<file path="config.mk">
export PLATFORM = sky130hd
export DESIGN_NAME = bitstream_byte_serializer
export DESIGN_NICKNAME = d
export VERILOG_FILES = /design/src/rtl/bitstream_byte_serializer.sv
export SDC_FILE = /design/constraint.sdc
export NUM_CORES = 1
export LEC_CHECK = 0
export ABC_AREA = 1
export CORE_AREA = 2 2 97 71
export DETAILED_ROUTE_END_ITERATION = 12
export DIE_AREA = 0 0 99 73
export GPL_ROUTABILITY_DRIVEN = 0
export PLACE_DENSITY = 0.51
export SLEW_MARGIN = 0
export SYNTH_ARGS = -nofsm -noshare
export SYNTH_HDL_FRONTEND = slang
export SYNTH_SLANG_ARGS = --single-unit
</file>
<file path="constraint.sdc">
create_clock -name clk -period 2.6 [get_ports clk]
set_clock_uncertainty 0.2 [all_clocks]
set_input_delay 0.65 -clock clk [delete_from_list [all_inputs] [get_ports clk]]
set_output_delay 0.65 -clock clk [all_outputs]
set_load 0.005 [all_outputs]
</file>
<file path="src/rtl/bitstream_byte_serializer.sv">
// bitstream_byte_serializer
// Buffers configuration words in a small FIFO and emits them one bit per
// beat on a 1-bit stream. A word tagged last marks its final bit with tlast.
//
// state | meaning
// ------+----------------------------------------------------------
// IDLE  | no word loaded; output invalid, waiting for FIFO data
// SHIFT | a word is loaded; presenting one bit per output beat
module bitstream_byte_serializer #(
  parameter int DATA_W     = 8,
  parameter int FIFO_DEPTH = 2,
  parameter int LSB_FIRST  = 1
) (
  input  logic              clk,
  input  logic              rst_n,
  input  logic [DATA_W-1:0] words_tdata,
  input  logic              words_tvalid,
  input  logic              words_tlast,
  output logic              words_tready,
  output logic              bitstream_tdata,
  output logic              bitstream_tvalid,
  output logic              bitstream_tlast,
  input  logic              bitstream_tready,
  output logic              busy
);

  localparam int PTR_W  = $clog2(FIFO_DEPTH);
  localparam int CNT_W  = PTR_W + 1;
  localparam int ITER_W = $clog2(DATA_W);
  localparam logic [ITER_W-1:0] LAST_BIT = ITER_W'(DATA_W - 1);
  localparam logic [CNT_W-1:0]  FULL_CNT = CNT_W'(FIFO_DEPTH);

  typedef enum logic {IDLE, SHIFT} state_t;

  logic [DATA_W:0]     mem [FIFO_DEPTH];
  logic [PTR_W-1:0]    wr_ptr;
  logic [PTR_W-1:0]    rd_ptr;
  logic [CNT_W-1:0]    fifo_count;
  logic                in_ready_en;
  logic                fifo_empty;
  logic                fifo_full;
  logic                push;
  logic                pop;
  logic [DATA_W:0]     head;

  state_t              state;
  state_t              state_nxt;
  logic [DATA_W-1:0]   shreg;
  logic [DATA_W-1:0]   shreg_shifted;
  logic                word_last;
  logic [ITER_W-1:0]   bit_iter;
  logic                at_last_bit;
  logic                out_hs;

  assign fifo_empty   = (fifo_count == '0);
  assign fifo_full    = (fifo_count == FULL_CNT);
  // in_ready_en keeps tready low until the first edge after reset release
  assign words_tready = in_ready_en && !fifo_full;
  assign push         = words_tvalid && words_tready;
  assign head         = mem[rd_ptr];

  assign at_last_bit      = (bit_iter == LAST_BIT);
  assign bitstream_tvalid = (state == SHIFT);
  assign out_hs           = bitstream_tvalid && bitstream_tready;
  assign bitstream_tdata  = (state == SHIFT) &&
                            ((LSB_FIRST != 0) ? shreg[0] : shreg[DATA_W-1]);
  assign bitstream_tlast  = (state == SHIFT) && word_last && at_last_bit;
  assign busy             = !fifo_empty || (state == SHIFT);

  // FIFO storage; contents need no reset since count gates every read
  always_ff @(posedge clk) begin
    if (push) mem[wr_ptr] <= {words_tlast, words_tdata};
  end

  // FIFO pointers, occupancy and post-reset input enable
  always_ff @(posedge clk or negedge rst_n) begin
    if (!rst_n) begin
      wr_ptr      <= '0;
      rd_ptr      <= '0;
      fifo_count  <= '0;
      in_ready_en <= 1'b0;
    end else begin
      in_ready_en <= 1'b1;
      if (push) wr_ptr <= wr_ptr + 1'b1;
      if (pop)  rd_ptr <= rd_ptr + 1'b1;
      case ({push, pop})
        2'b10:   fifo_count <= fifo_count + 1'b1;
        2'b01:   fifo_count <= fifo_count - 1'b1;
        default: fifo_count <= fifo_count;
      endcase
    end
  end

  // Shift toward the end the bit is emitted from
  always_comb begin
    shreg_shifted = shreg;
    if (LSB_FIRST != 0) shreg_shifted = shreg >> 1;
    else                shreg_shifted = shreg << 1;
  end

  // Next-state and pop decision
  always_comb begin
    state_nxt = state;
    pop       = 1'b0;
    case (state)
      IDLE: begin
        if (!fifo_empty) begin
          pop       = 1'b1;
          state_nxt = SHIFT;
        end
      end
      SHIFT: begin
        if (bitstream_tready && at_last_bit) begin
          if (!fifo_empty) pop = 1'b1;
          else             state_nxt = IDLE;
        end
      end
    endcase
  end

  // State register
  always_ff @(posedge clk or negedge rst_n) begin
    if (!rst_n) state <= IDLE;
    else        state <= state_nxt;
  end

  // Shift register, last flag and bit position
  always_ff @(posedge clk or negedge rst_n) begin
    if (!rst_n) begin
      shreg     <= '0;
      word_last <= 1'b0;
      bit_iter  <= '0;
    end else if (pop) begin
      shreg     <= head[DATA_W-1:0];
      word_last <= head[DATA_W];
      bit_iter  <= '0;
    end else if (out_hs) begin
      shreg <= shreg_shifted;
      if (!at_last_bit) bit_iter <= bit_iter + 1'b1;
    end
  end

endmodule

</file>
Word-level counts from Yosys, hierarchy flattened. Memories as Yosys holds them, arrays and structs flattened. Index checks and enable logic that the tools add are counted.

Bitwise gates (word level): 1. Mux-type cells: 13. Reductions and logical operators: 14. $add $sub $neg: 5. Equality and inequality tests: 5.

Operators with widths (count): 2-to-1 mux 8 bit (2); 2-to-1 mux 3 bit (3); logical AND 1 bit (7); 2-to-1 mux 1 bit (5); == test 2 bit, second input constant (2); case mux 1 bit (2 select lines) (2); case mux 2 bit (2 select lines) (1); nonzero test 2 bit (2); adder 3 x 1 -> 3 bit, second input constant (1); == test 3 bit, second input constant (1); adder 1 bit, second input constant (2); adder 2 x 1 -> 2 bit, second input constant (1); == test 2 x 1 -> 1 bit, second input constant (1); zero test 1 bit (2); zero test 2 bit (1); inequality test 2 bit, second input constant (1); AND reduction 2 bit (1); subtractor 2 x 1 -> 2 bit, second input constant (1); logical OR 1 bit (1); NOT 1 bit (1).

Input port bits: 13. Memories: 1. Word-level logic and storage cells: 47. Bits in registers: 18. Bits in writable memories: 18. Output and inout port bits: 5.

Memories: mem (words 2, bits a word 9, read ports 1, clocked after memory_dff 0, wr ports 1, line 35) `logic [DATA_W:0] mem [FIFO_DEPTH];`.

Depth between registers and ports, before layout. Gate-level depths: netlist of run 1.

Word-level depth: 6. Gate-level depth with buffers: 9. Depth with buffers taken out: 8.

Worst setup path after synthesis of run 1. OpenSTA, ideal clock, no wires.

Kind: reg2reg. Start: reg bit_iter[0]. End: reg fifo_count[1]. Clock period less this slack: 1964 ps. Path slack: 636 ps. Stages on the path, launching flop included: 10. Data required time: 2269 ps. Library setup time: 131 ps. Arrival time: 1633 ps. Path buffers: 1. Cells stage by stage: dfrtp_1 > ha_1 > ha_1 > nand2_1 > a21oi_2 > buf_6 > ha_1 > a21oi_1 > o21ai_0 > xor2_1.

Cells in the longest elaborated chain, start to end: 6. Elaborated cells between the ends (all ways): 8. Classes of those cells: 3 x eq/ne; 3 x mux; 2 x reduce/logical.

Ends and longest elaborated chain: start, declared (line 51) `logic [ITER_W-1:0] bit_iter;`; start signal, assigned (line 139) `if (!at_last_bit) bit_iter <= bit_iter + 1'b1;`; == test 3 bit (*) (line 62) `assign at_last_bit = (bit_iter == LAST_BIT);`; logical AND 1 bit (*) (line 113) `if (bitstream_tready && at_last_bit) begin`; 2-to-1 mux 1 bit (*) (line 113); case mux 1 bit (2 select lines) (*) (line 105) `case (state)`; == test 2 x 1 -> 1 bit / == test 2 bit (equally long branches) (line 86) `case ({push, pop})`; case mux 2 bit (2 select lines) / nonzero test 2 bit (equally long branches); end signal, assigned (line 87) `2'b10: fifo_count <= fifo_count + 1'b1;`; end signal, assigned (line 88) `2'b01: fifo_count <= fifo_count - 1'b1;`; end signal, assigned (line 89) `default: fifo_count <= fifo_count;`; end, declared (line 38) `logic [CNT_W-1:0] fifo_count;`.

Every way passes the cells marked *; elsewhere a longest branch is shown, timed or not. A chain may end at the register's enable or synchronous reset.

Worst setup path in the final report of run 1.
Start: reg bit_iter[0]. End: out bitstream_tlast.

Cells in the longest elaborated chain, start to end: 2.

Ends and longest elaborated chain: == test 3 bit (line 62); logical AND 1 bit (line 67) `assign bitstream_tlast = (state == SHIFT) && word_last && at_last_bit;`; end, declared (line 22) `output logic bitstream_tlast,`.

No other way between the ends.

==> summary.md, run 1 <==
| Metric | Value |
|---|---|
| Syn Nets | 178 |
| Vias in the first global route | 936 |
| Nets | 202 |
| FFs w/ async S/R, synth | 50.0% |
| R2r setup slk | 660 ps |
| Endpoint, Worst Hold | wr_ptr$_DFFE_PN0P_ |
| Total inserted antenna cells | 0 |
| Post-synth EDFFs | 18 |
| Total Routed Length | 2720 um |
| Critical Path RT | 1750 ps |
| Die W | 99 um |
| Most frequent CP cell | ha_1 |
| Hold Crit Class | reg2reg |
| Synthesized cell area | 0.00158 mm2 |
| I/O pins | 18 |
| RSZ-0062 raised after global routing | no |
| Avg Vias per Cell | 3.92 |
| DRC violations left | 0 |
| Status | finished clean |
| Hold_sp | wr_ptr$_DFFE_PN0P_ |
| Hold Crit Depth | 2 |
| R2r worst-path depth | 8 |
| GRT Total Usage | 8.39% |
| Worst reg2reg startpoint | bit_iter[0]$_DFFE_PN0P_ |
| Post-route setup TNS | 0 ps |
| Power per Cell Area | 877 mW/mm2 |
| Worst VDD drop | 0.000285 V |
| Seq/Total Area, Yosys | 62.7% |
| Max-slew headroom | 64.2% |
| First-pass DRT Iterations | 4 |
| Initial antenna violation count | 0 |
| Layout area overhead | 24.0% |
| Peak Freq | 0.426 GHz |
| Tmin final | 2350 ps |
| Worst hold margin | 276 ps |
| Grt ovf | 0 |
| Hpwl dp | 1910 um |
| Standard-cell rows | 25 |
| 1st-iter DRT viols | 55 |
| Layout cells sized above 1 | 10.2% |
| Fill count | 660 |
| Largest net degree at the start of global routing | 20 |
| Max-slew violation count | 0 |
| Actual slew at the worst max-slew pin | 536 ps |
| Final setup violation count | 0 |
| Slowest-stage cell, CP | dfrtp_1 |
| Mapped Cells | 162 |
| Post-route insts no fill | 268 |
| Crit path depth | 5 |
| Fin util | 30.6% |
| Startpoint types | flip-flop |
| Core area | 0.00641 mm2 |
| CP top delay family | flip-flops |
| Data arrival, critical path | 1500 ps |
| Max-cap violations | 0 |
| Worst path max stage delay | 400 ps |
| Worst path bufs/invs | 2 |
| Inst Count DP | 260 |
| CTS tree | done |
| Final hold violations | 0 |
| Fin crit share | 90.3% |
| Clk pin slew, worst setup/hold paths | 70 ps |
| Total leakage power | 0.914 nW |
| CP Capture Type | primary output |
| Critical path peak fanout | 3 |
| Ys flop type | edfxtp_1 |
| Buffers added on ports | 17 |
| CTS buffer count | 5 |
| Die ar. | 0.00723 mm2 |
| Avg WL per Cell | 10.1 um |
| DR vias | 1,050 |
| Worst-case clock buffer depth | 2 |
| Initial Util | 24.7% |
| Mean Syn Cell Area | 9.76 um2 |
| H-tree levels | 2 |
| Root Buffer | clkbuf_8 |
| First-pass GRT wire length | 4580 um |
| Ys Warns | 0 |
| Crit path cell chain | ha_1, ha_1, inv_1, nor3_1, dlygate4sd2_1 |
| Hold_buf cts | 0 |
| Register bit count reported by yosys | 36 |
| Critical path type | reg2out |
| Sink Count | 36 |
| Cell variety after synth | 24 |
| Worst r2r dst | fifo_count[1]$_DFFE_PN0P_ |
| Remaining antenna violation count | 0 |
| Worst-Skew Late Latency | 280 ps |
| Die height | 73 um |
-- logic make-up (layout without fill, tap and decap cells) --
group                      count (synthesis)  after routing  share of synthesized area (%)
AOI/OAI and AO/OA                         16             16                           6.01
xor gates and xnor gates                   3              3                           1.66
adders and majority gates                  3              3                           2.37
buffers and inverters                     30             55                           7.75
DFF                                       36             36                           62.7
other                                      1              1                          0.237
and+or+nand+nor                           73             73                           19.3
-- cells in the mapped netlist (2+ instances only) --
cell,instances,share of area [%]
nand2_1,57,14
nor2_1,2,0.47
inv_1,25,5.9
o21ai_0,11,3.5
xor2_1,2,1.1
inv_2,2,0.47
dfrtp_1,18,28
nand3_1,9,2.8
buf_2,2,0.63
ha_1,3,2.4
edfxtp_1,18,34
-- what timing repair did --
action                     4_1_cts  5_1_grt
setup endpoints to repair        1        0
gates resized for setup          1        0
setup buffers                    0        0
-- where the power goes --
part	leakage [nW]	switching [mW]	internal [mW]	total (mW)
logic	0.468	0.223	0.169	0.392
clock network	0.0552	0.197	0.285	0.481
registers	0.391	0.106	0.740	0.847
-- final cells by class --
type / count / area [um2] / share of cell area (%)
tap: 81 / 101 / 5.17
sequential: 36 / 991 / 50.5
inverter: 27 / 101 / 5.17
multi-input combinational: 96 / 468 / 23.9
clock buffer: 6 / 72.6 / 3.70
clock inverter: 2 / 35.0 / 1.79
timing repair buffer: 20 / 191 / 9.76
-- metal layers --
metal | vias to the layer above | GRT usage (%) | routed length, um
met5 | - | 0 | 0
met2 | 25 | 9.76 | 953
met1 | 468 | 13.0 | 1550
met3 | 5 | 3.35 | 173
met4 | 0 | 3.65 | 36
li1 | 552 | - | -
-- state kept, by name, summed over array words and instances (netlist names) --
signal / flops
bit_iter: 3
in_ready_en: 1
rd_ptr: 1
fifo_count: 2
wr_ptr: 1
bitstream_tvalid: 1
shreg: 8
mem: 18
word_last: 1
-- placed cells by master, fill, tap and decap left out, types with 2 or more instances in the layout --
master / count
ha_1: 3
o21ai_0: 11
xor2_1: 2
nor2_1: 2
edfxtp_1: 18
buf_4: 3
clkdlybuf4s50_1: 16
nand2_1: 57
inv_2: 2
dfrtp_1: 18
clkbuf_8: 5
inv_1: 25
nand3_1: 9
-- worst min-delay path: stages (launching register included) --
cell     delay [ps]
dfrtp_1         350
nand2_1          50
nand2_1          40
-- how the worst max path moves through the flow --
| stage | slack (ps) | to | start |
|---|---|---|---|
| floorplan | 640 | fifo_count[1]$_DFFE_PN0P_ | bit_iter[0]$_DFFE_PN0P_ |
| global placement | 260 | fifo_count[1]$_DFFE_PN0P_ | bitstream_tready |
| detailed placement | 240 | fifo_count[1]$_DFFE_PN0P_ | bitstream_tready |
| CTS | 220 | words_tready | fifo_count[0]$_DFFE_PN0P_ |
| global route | 160 | words_tready | fifo_count[0]$_DFFE_PN0P_ |
| finish | 250 | bitstream_tlast | bit_iter[0]$_DFFE_PN0P_ |
-- metrics by stage --
step | worst slack, ps | area (um2) | total power, mW
6_report | 252 | 1960 | 1.72
3_3_place_gp | 257 | 1850 | 1.25
2_1_floorplan | 636 | 1580 | 1.13
4_1_cts | 217 | 1960 | 1.75
3_5_place_dp | 237 | 1850 | 1.26
5_1_grt | 160 | 1960 | 1.86
Note: power is estimated with default switching activity, not from simulation.
==> run 2, diff against run 1 <==
Settings changed: DONT_BUFFER_PORTS from default to 1, PLACE_DENSITY 0.51 to 0.47.
==> run 2 against run 1 <==
Clock-buffer cell count unchanged. Highest routed layer unchanged. Sequential share of layout area grew 4.7 points. Power down 2.6%. Design area is 8.5% lower. Worst hold slack worse by 15 ps. First-iteration DRC count up 22%. Via count shrank 8.6%. Worst setup slack improved by 210 ps. Non-clock buffer count decreased by 17. Routed wire length down 1.1%.
==> summary.md, run 2 (synthesis gave the netlist of run 1 again) <==
| Metric | Value |
|---|---|
| Worst-Skew Late Latency | 280 ps (about the same) |
| CP top delay family | flip-flops (unchanged) |
| Most frequent CP cell | ha_1 (unchanged) |
| Startpoint types | flip-flop (unchanged) |
| Hpwl dp | 1890 um (was 1910 um) |
| Worst reg2reg startpoint | bit_iter[0]$_DFFE_PN0P_ (unchanged) |
| Fin util | 28.0% (was 30.6%) |
| Buffers added on ports | 0 (was 17) |
| Total leakage power | 0.842 nW (was 0.914 nW) |
| Largest net degree at the start of global routing | 20 (unchanged) |
| Hold Crit Class | in2reg (was reg2reg) |
| Post-route insts no fill | 251 (was 268) |
| Sequential Power Share | 50.5% (was 49.2%) |
| Top flop regs | mem x18, shreg x8, bit_iter x3 (unchanged) |
| Core area | 0.00641 mm2 (unchanged) |
| DR vias | 960 (was 1,050) |
| Critical path peak fanout | 3 (unchanged) |
| Leading cell type in the layout, fill and taps excluded | nand2_1 (unchanged) |
| Layout area overhead | 13.4% (was 24.0%) |
| Remaining antenna violation count | 0 (unchanged) |
| Max-slew violation count | 0 (unchanged) |
| Critical path type | reg2out (unchanged) |
| Max-cap violations | 0 (unchanged) |
| Nets | 185 (was 202) |
| Fin crit share | 82.2% (was 90.3%) |
| Avg Vias per Cell | 3.82 (was 3.92) |
| Root Buffer | clkbuf_8 (unchanged) |
| Final setup violation count | 0 (unchanged) |
| Clk pin slew, worst setup/hold paths | 70 ps (about the same) |
| Worst path bufs/invs | 1 (was 2) |
| Total Routed Length | 2690 um (was 2720 um) |
| Post-route setup TNS | 0 ps (unchanged) |
| Max-slew headroom | 44.2% (was 64.2%) |
| Die height | 73 um (unchanged) |
| Total inserted antenna cells | 0 (unchanged) |
| Sink Count | 36 (unchanged) |
| PnR worst setup slack | 463 ps (was 252 ps) |
| GRT Total Usage | 8.48% (was 8.39%) |
| Vias in the first global route | 936 (unchanged) |
| Top reg by flops | mem (unchanged) |
| Worst slack, placed | 691 ps (was 237 ps) |
| Worst path max stage delay | 370 ps (was 400 ps) |
| Standard-cell rows | 25 (unchanged) |
| Power per Cell Area | 934 mW/mm2 (was 877 mW/mm2) |
| Crit path from | bit_iter[0]$_DFFE_PN0P_ (unchanged) |
| Fill count | 669 (was 660) |
| Layout cells sized above 1 | 10.6% (was 10.2%) |
| Cell internal pwr | 1.16 mW (was 1.19 mW) |
| Initial antenna violation count | 0 (unchanged) |
| Critical Path RT | 1750 ps (about the same) |
| First-pass DRT Iterations | 4 (unchanged) |
| I/O pins | 18 (unchanged) |
| 1st-iter DRT viols | 67 (was 55) |
| Hold_sp | words_tdata[3] (was wr_ptr$_DFFE_PN0P_) |
| Sw Pwr | 517 uW (was 526 uW) |
| Crit path cell chain | ha_1, ha_1, inv_1, nor3_1 (was ha_1, ha_1, inv_1, nor3_1, dlygate4sd2_1) |
| Power share of the clock group | 28.5% (was 28.0%) |
| Grt ovf | 0 (unchanged) |
| Peak Freq | 0.468 GHz (was 0.426 GHz) |
| Final hold violations | 0 (unchanged) |
| DRC violations left | 0 (unchanged) |
| First-pass GRT wire length | 4570 um (was 4580 um) |
| Initial Util | 24.7% (unchanged) |
| Tmin final | 2140 ps (was 2350 ps) |
| CTS tree | done (unchanged) |
| Cts repair resizes | 0 (was 1) |
| Avg WL per Cell | 10.7 um (was 10.1 um) |
| Inst Count DP | 242 (was 260) |
| Worst-case clock buffer depth | 2 (unchanged) |
| CTS buffer count | 5 (unchanged) |
| RSZ-0062 raised after global routing | no (unchanged) |
| Actual slew at the worst max-slew pin | 835 ps (was 536 ps) |
| Worst VDD drop | 0.000391 V (was 0.000285 V) |
| Status | finished clean (unchanged) |
| Die W | 99 um (unchanged) |
| Comb power frac | 21.0% (was 22.8%) |
| H-tree levels | 2 (unchanged) |
| Data arrival, critical path | 1290 ps (was 1500 ps) |
| Commonest non-fill, non-tap cells in the layout | nand2_1, inv_1, dfrtp_1, edfxtp_1, o21ai_0 (was nand2_1, inv_1, dfrtp_1, edfxtp_1, clkdlybuf4s50_1) |
| Die ar. | 0.00723 mm2 (unchanged) |
| CP Capture Type | primary output (unchanged) |
| Largest register FFs | 18 (unchanged) |
| Slowest-stage cell, CP | dfrtp_1 (unchanged) |
| Switching portion of total power | 30.8% (was 30.6%) |
run 2: cell types whose count changed in the layout (fill, tap and decap cells not counted):
cell             change
clkdlybuf4s50_1     -16
buf_4                -1
dlygate4sd2_1        -1
dlygate4sd3_1        +1
run 2: routing by layer:
metal / vias up / track usage, % / part of all wire [%]
li1: 522 / - / -
met2: 15 / 11.3 / 41
met1: 419 / 11.5 / 52
met4: 0 / 4.57 / 1.7
met5: - / 0 / 0
met3: 4 / 3.74 / 5.4
run 2: cell type report:
cell class              count  area [um2]  share of cell area [%]
well taps                  81         101                    5.65
repair buffers              3        25.0                    1.39
inverters                  27         101                    5.65
flip-flops and latches     36         991                    55.2
multi-input cells          96         468                    26.1
clock buffers               6        72.6                    4.04
clock inverters             2        35.0                    1.95
run 2: final timing paths:
check	end	slack, ps	cells after the start
worst max-delay path	bitstream_tlast	460	4
worst min-delay path	mem[1][3]$_DFFE_PP_	260	0
worst max register to register	fifo_count[1]$_DFFE_PN0P_	680	8
worst min register to register	wr_ptr$_DFFE_PN0P_	280	2
max in group asynchronous	rd_ptr$_DFFE_PN0P_	970	1
min in group asynchronous	fifo_count[1]$_DFFE_PN0P_	710	1
run 2: per-stage QoR:
step	cell area, um2	hold WS [ps]	power (mW)
after floorplan	1580	154	1.13
after CTS	1790	251	1.70
final	1790	261	1.68
after global placement	1680	155	1.21
after detailed placement	1680	155	1.21
after global routing	1790	241	1.81
run 2: repair_timing:
action / 4_1_cts / 5_1_grt
endpoints found under the hold margin: 18 / 0
hold buffers: 1 / 0
buffers inserted: 0 / 0
run 2: power by group through the flow:
stage          clock network [mW]  registers [mW]  logic, mW
6_report                    0.477           0.847      0.352
5_1_grt                     0.511           0.872      0.423
4_1_cts                     0.491           0.847      0.359
3_5_place_dp                    0           0.858      0.351
3_3_place_gp                    0           0.858      0.350
2_1_floorplan                   0           0.808      0.320
==> run 3, diff against run 2 <==
Settings changed: PLACE_DENSITY 0.47 to 0.49.
Clock period 2.6 ns to 1.8 ns, I/O delays scaled along.
==> run 3 against run 2 <==
The flow now finishes with violations (setup timing). Combinational power up 89%. Flip-flop and latch count unchanged. Sequential share of layout area down 3.4 points. Largest power group unchanged.
==> summary.md, run 3 (synthesis gave the netlist of run 1 again) <==
| Metric | Value |
|---|---|
| Die height | 73 um (unchanged) |
| Slowest-stage cell, CP | dfrtp_1 (unchanged) |
| Die ar. | 0.00723 mm2 (unchanged) |
| CP top delay family | flip-flops (unchanged) |
| Buffers added on ports | 0 (unchanged) |
| Final setup violation count | 1 (was 0) |
| DRC violations left | 0 (unchanged) |
| Worst VDD drop | 0.000548 V (was 0.000391 V) |
| Final hold violations | 0 (unchanged) |
| Die W | 99 um (unchanged) |
| Worst-case clock buffer depth | 2 (unchanged) |
| Switching portion of total power | 32.0% (was 30.8%) |
| Cell internal pwr | 1.77 mW (was 1.16 mW) |
| Post-route insts no fill | 258 (was 251) |
| I/O pins | 18 (unchanged) |
| Core area | 0.00641 mm2 (unchanged) |
| Avg WL per Cell | 11.6 um (was 10.7 um) |
| Total leakage power | 0.875 nW (was 0.842 nW) |
| Vias in the first global route | 1,040 (was 936) |
| Sw Pwr | 831 uW (was 517 uW) |
| Max-slew headroom | 41.8% (was 44.2%) |
| Sequential Power Share | 46.9% (was 50.5%) |
| Crit path cell chain | ha_2, ha_4, inv_4, nor3_4 (was ha_1, ha_1, inv_1, nor3_1) |
| 1st-iter DRT viols | 92 (was 67) |
| PnR worst setup slack | -8.52 ps (was 463 ps) |
| CTS buffer count | 5 (unchanged) |
| First-pass DRT Iterations | 4 (unchanged) |
| Worst-Skew Late Latency | 290 ps (was 280 ps) |
| Clk pin slew, worst setup/hold paths | 80 ps (was 70 ps) |
| Critical path peak fanout | 3 (unchanged) |
| CP Capture Type | primary output (unchanged) |
| Sink Count | 36 (unchanged) |
| Total Routed Length | 2980 um (was 2690 um) |
| Max-cap violations | 0 (unchanged) |
| Nets | 192 (was 185) |
| Standard-cell rows | 25 (unchanged) |
| Fin crit share | 100% |
| Peak Freq | 0.553 GHz |
| Critical path type | reg2out (unchanged) |
| H-tree levels | 2 (unchanged) |
| Top flop regs | mem x18, shreg x8, bit_iter x3 (unchanged) |
| RSZ-0062 raised after global routing | yes (was no) |
| Max-slew violation count | 0 (unchanged) |
| Commonest non-fill, non-tap cells in the layout | nand2_1, inv_1, dfrtp_1, edfxtp_1, o21ai_0 (unchanged) |
| Layout area overhead | 20.8% (was 13.4%) |
| Inst Count DP | 247 (was 242) |
| Hpwl dp | 2050 um (was 1890 um) |
| Grt ovf | 0 (unchanged) |
| Initial antenna violation count | 0 (unchanged) |
| DR vias | 1,034 (was 960) |
| Status | complete, but fails checks (was finished clean) |
| Leading cell type in the layout, fill and taps excluded | nand2_1 (unchanged) |
| Tmin final | 1810 ps |
| Remaining antenna violation count | 0 (unchanged) |
| GRT Total Usage | 9.70% (was 8.48%) |
| Failing checks | setup timing |
| Top reg by flops | mem (unchanged) |
| Total Power | 2.60 mW (was 1.68 mW) |
| Actual slew at the worst max-slew pin | 870 ps (was 835 ps) |
| Avg Vias per Cell | 4.01 (was 3.82) |
| Worst path bufs/invs | 1 (unchanged) |
| Data arrival, critical path | 1160 ps (was 1290 ps) |
| Layout cells sized above 1 | 18.6% (was 10.6%) |
| Largest register FFs | 18 (unchanged) |
| Initial Util | 24.7% (unchanged) |
| Critical Path RT | 1150 ps (was 1750 ps) |
| Power share of the clock group | 27.6% (was 28.5%) |
| Total inserted antenna cells | 0 (unchanged) |
| Startpoint types | flip-flop (unchanged) |
| Largest net degree at the start of global routing | 20 (unchanged) |
| Comb power frac | 25.5% (was 21.0%) |
| First-pass GRT wire length | 5260 um (was 4570 um) |
| CTS tree | done (unchanged) |
| Worst path max stage delay | 390 ps (was 370 ps) |
| Root Buffer | clkbuf_8 (unchanged) |
| Hold Crit Class | in2reg (unchanged) |
| Power per Cell Area | 1360 mW/mm2 (was 934 mW/mm2) |
==> run 3: area by class of cell <==
cell class	instances	area (um2)
clock inverters	3	42.5
repair buffers	10	77.6
inverters	27	104
well taps	81	101
fillers	651	4500
flip-flops and latches	36	991
clock buffers	5	68.8
multi-input cells	96	526
==> run 3: per-stage QoR <==
step	utilization [%]	setup TNS (ps)	worst slack, ps	cell area, um2	hold WS (ps)
after floorplan	-	-80.1	-20.8	1610	-45.6
after detailed placement	27.2	0	10.5	1750	-44.7
after global placement	27.2	0	55.1	1750	-44.8
final	29.8	-8.52	-8.52	1910	47.2
after CTS	29.4	-39.7	-20.3	1890	38.1
after global routing	29.8	-120	-61.7	1910	31.9
==> run 3: path summary, 6_finish.rpt <==
check / slack (ps) / to / from / cells past startpoint
max in group asynchronous: 350 / shreg[5]$_DFFE_PN0P_ / rst_n / 1
worst min-delay path: 50 / mem[0][5]$_DFFE_PP_ / words_tdata[5] / 0
worst max register to register: 30 / fifo_count[1]$_DFFE_PN0P_ / bit_iter[1]$_DFFE_PN0P_ / 8
worst max-delay path: -9 / bitstream_tlast / bit_iter[1]$_DFFE_PN0P_ / 4
min in group asynchronous: 510 / bit_iter[1]$_DFFE_PN0P_ / rst_n / 1
worst min register to register: 270 / wr_ptr$_DFFE_PN0P_ / wr_ptr$_DFFE_PN0P_ / 2
==> run 3: power by group through the flow <==
stage          logic, mW  clock network, mW  registers, mW
2_1_floorplan      0.486                  0           1.18
4_1_cts            0.652              0.739           1.22
3_5_place_dp       0.611                  0           1.23
3_3_place_gp       0.611                  0           1.23
6_report           0.664              0.718           1.22
5_1_grt            0.790              0.770           1.26
==> run 3: repair_timing <==
item	4_1_cts	5_1_grt
hold buffers	1	0
gates resized for setup	4	3
endpoints found under the hold margin	18	0
setup endpoints to repair	1	9
buffers inserted	1	1
pin swaps	2	4
==> run 3: per-layer routing <==
metal  part of all wire (%)  GRT usage, %  wire length [um]  vias to the layer above
li1                       -             -                 -                      534
met1                     53          14.0              1580                      469
met2                     39          12.8              1170                       23
met3                    4.6          2.68               137                        8
met4                    3.0          5.94                89                        0
met5                      0             0                 0                        -
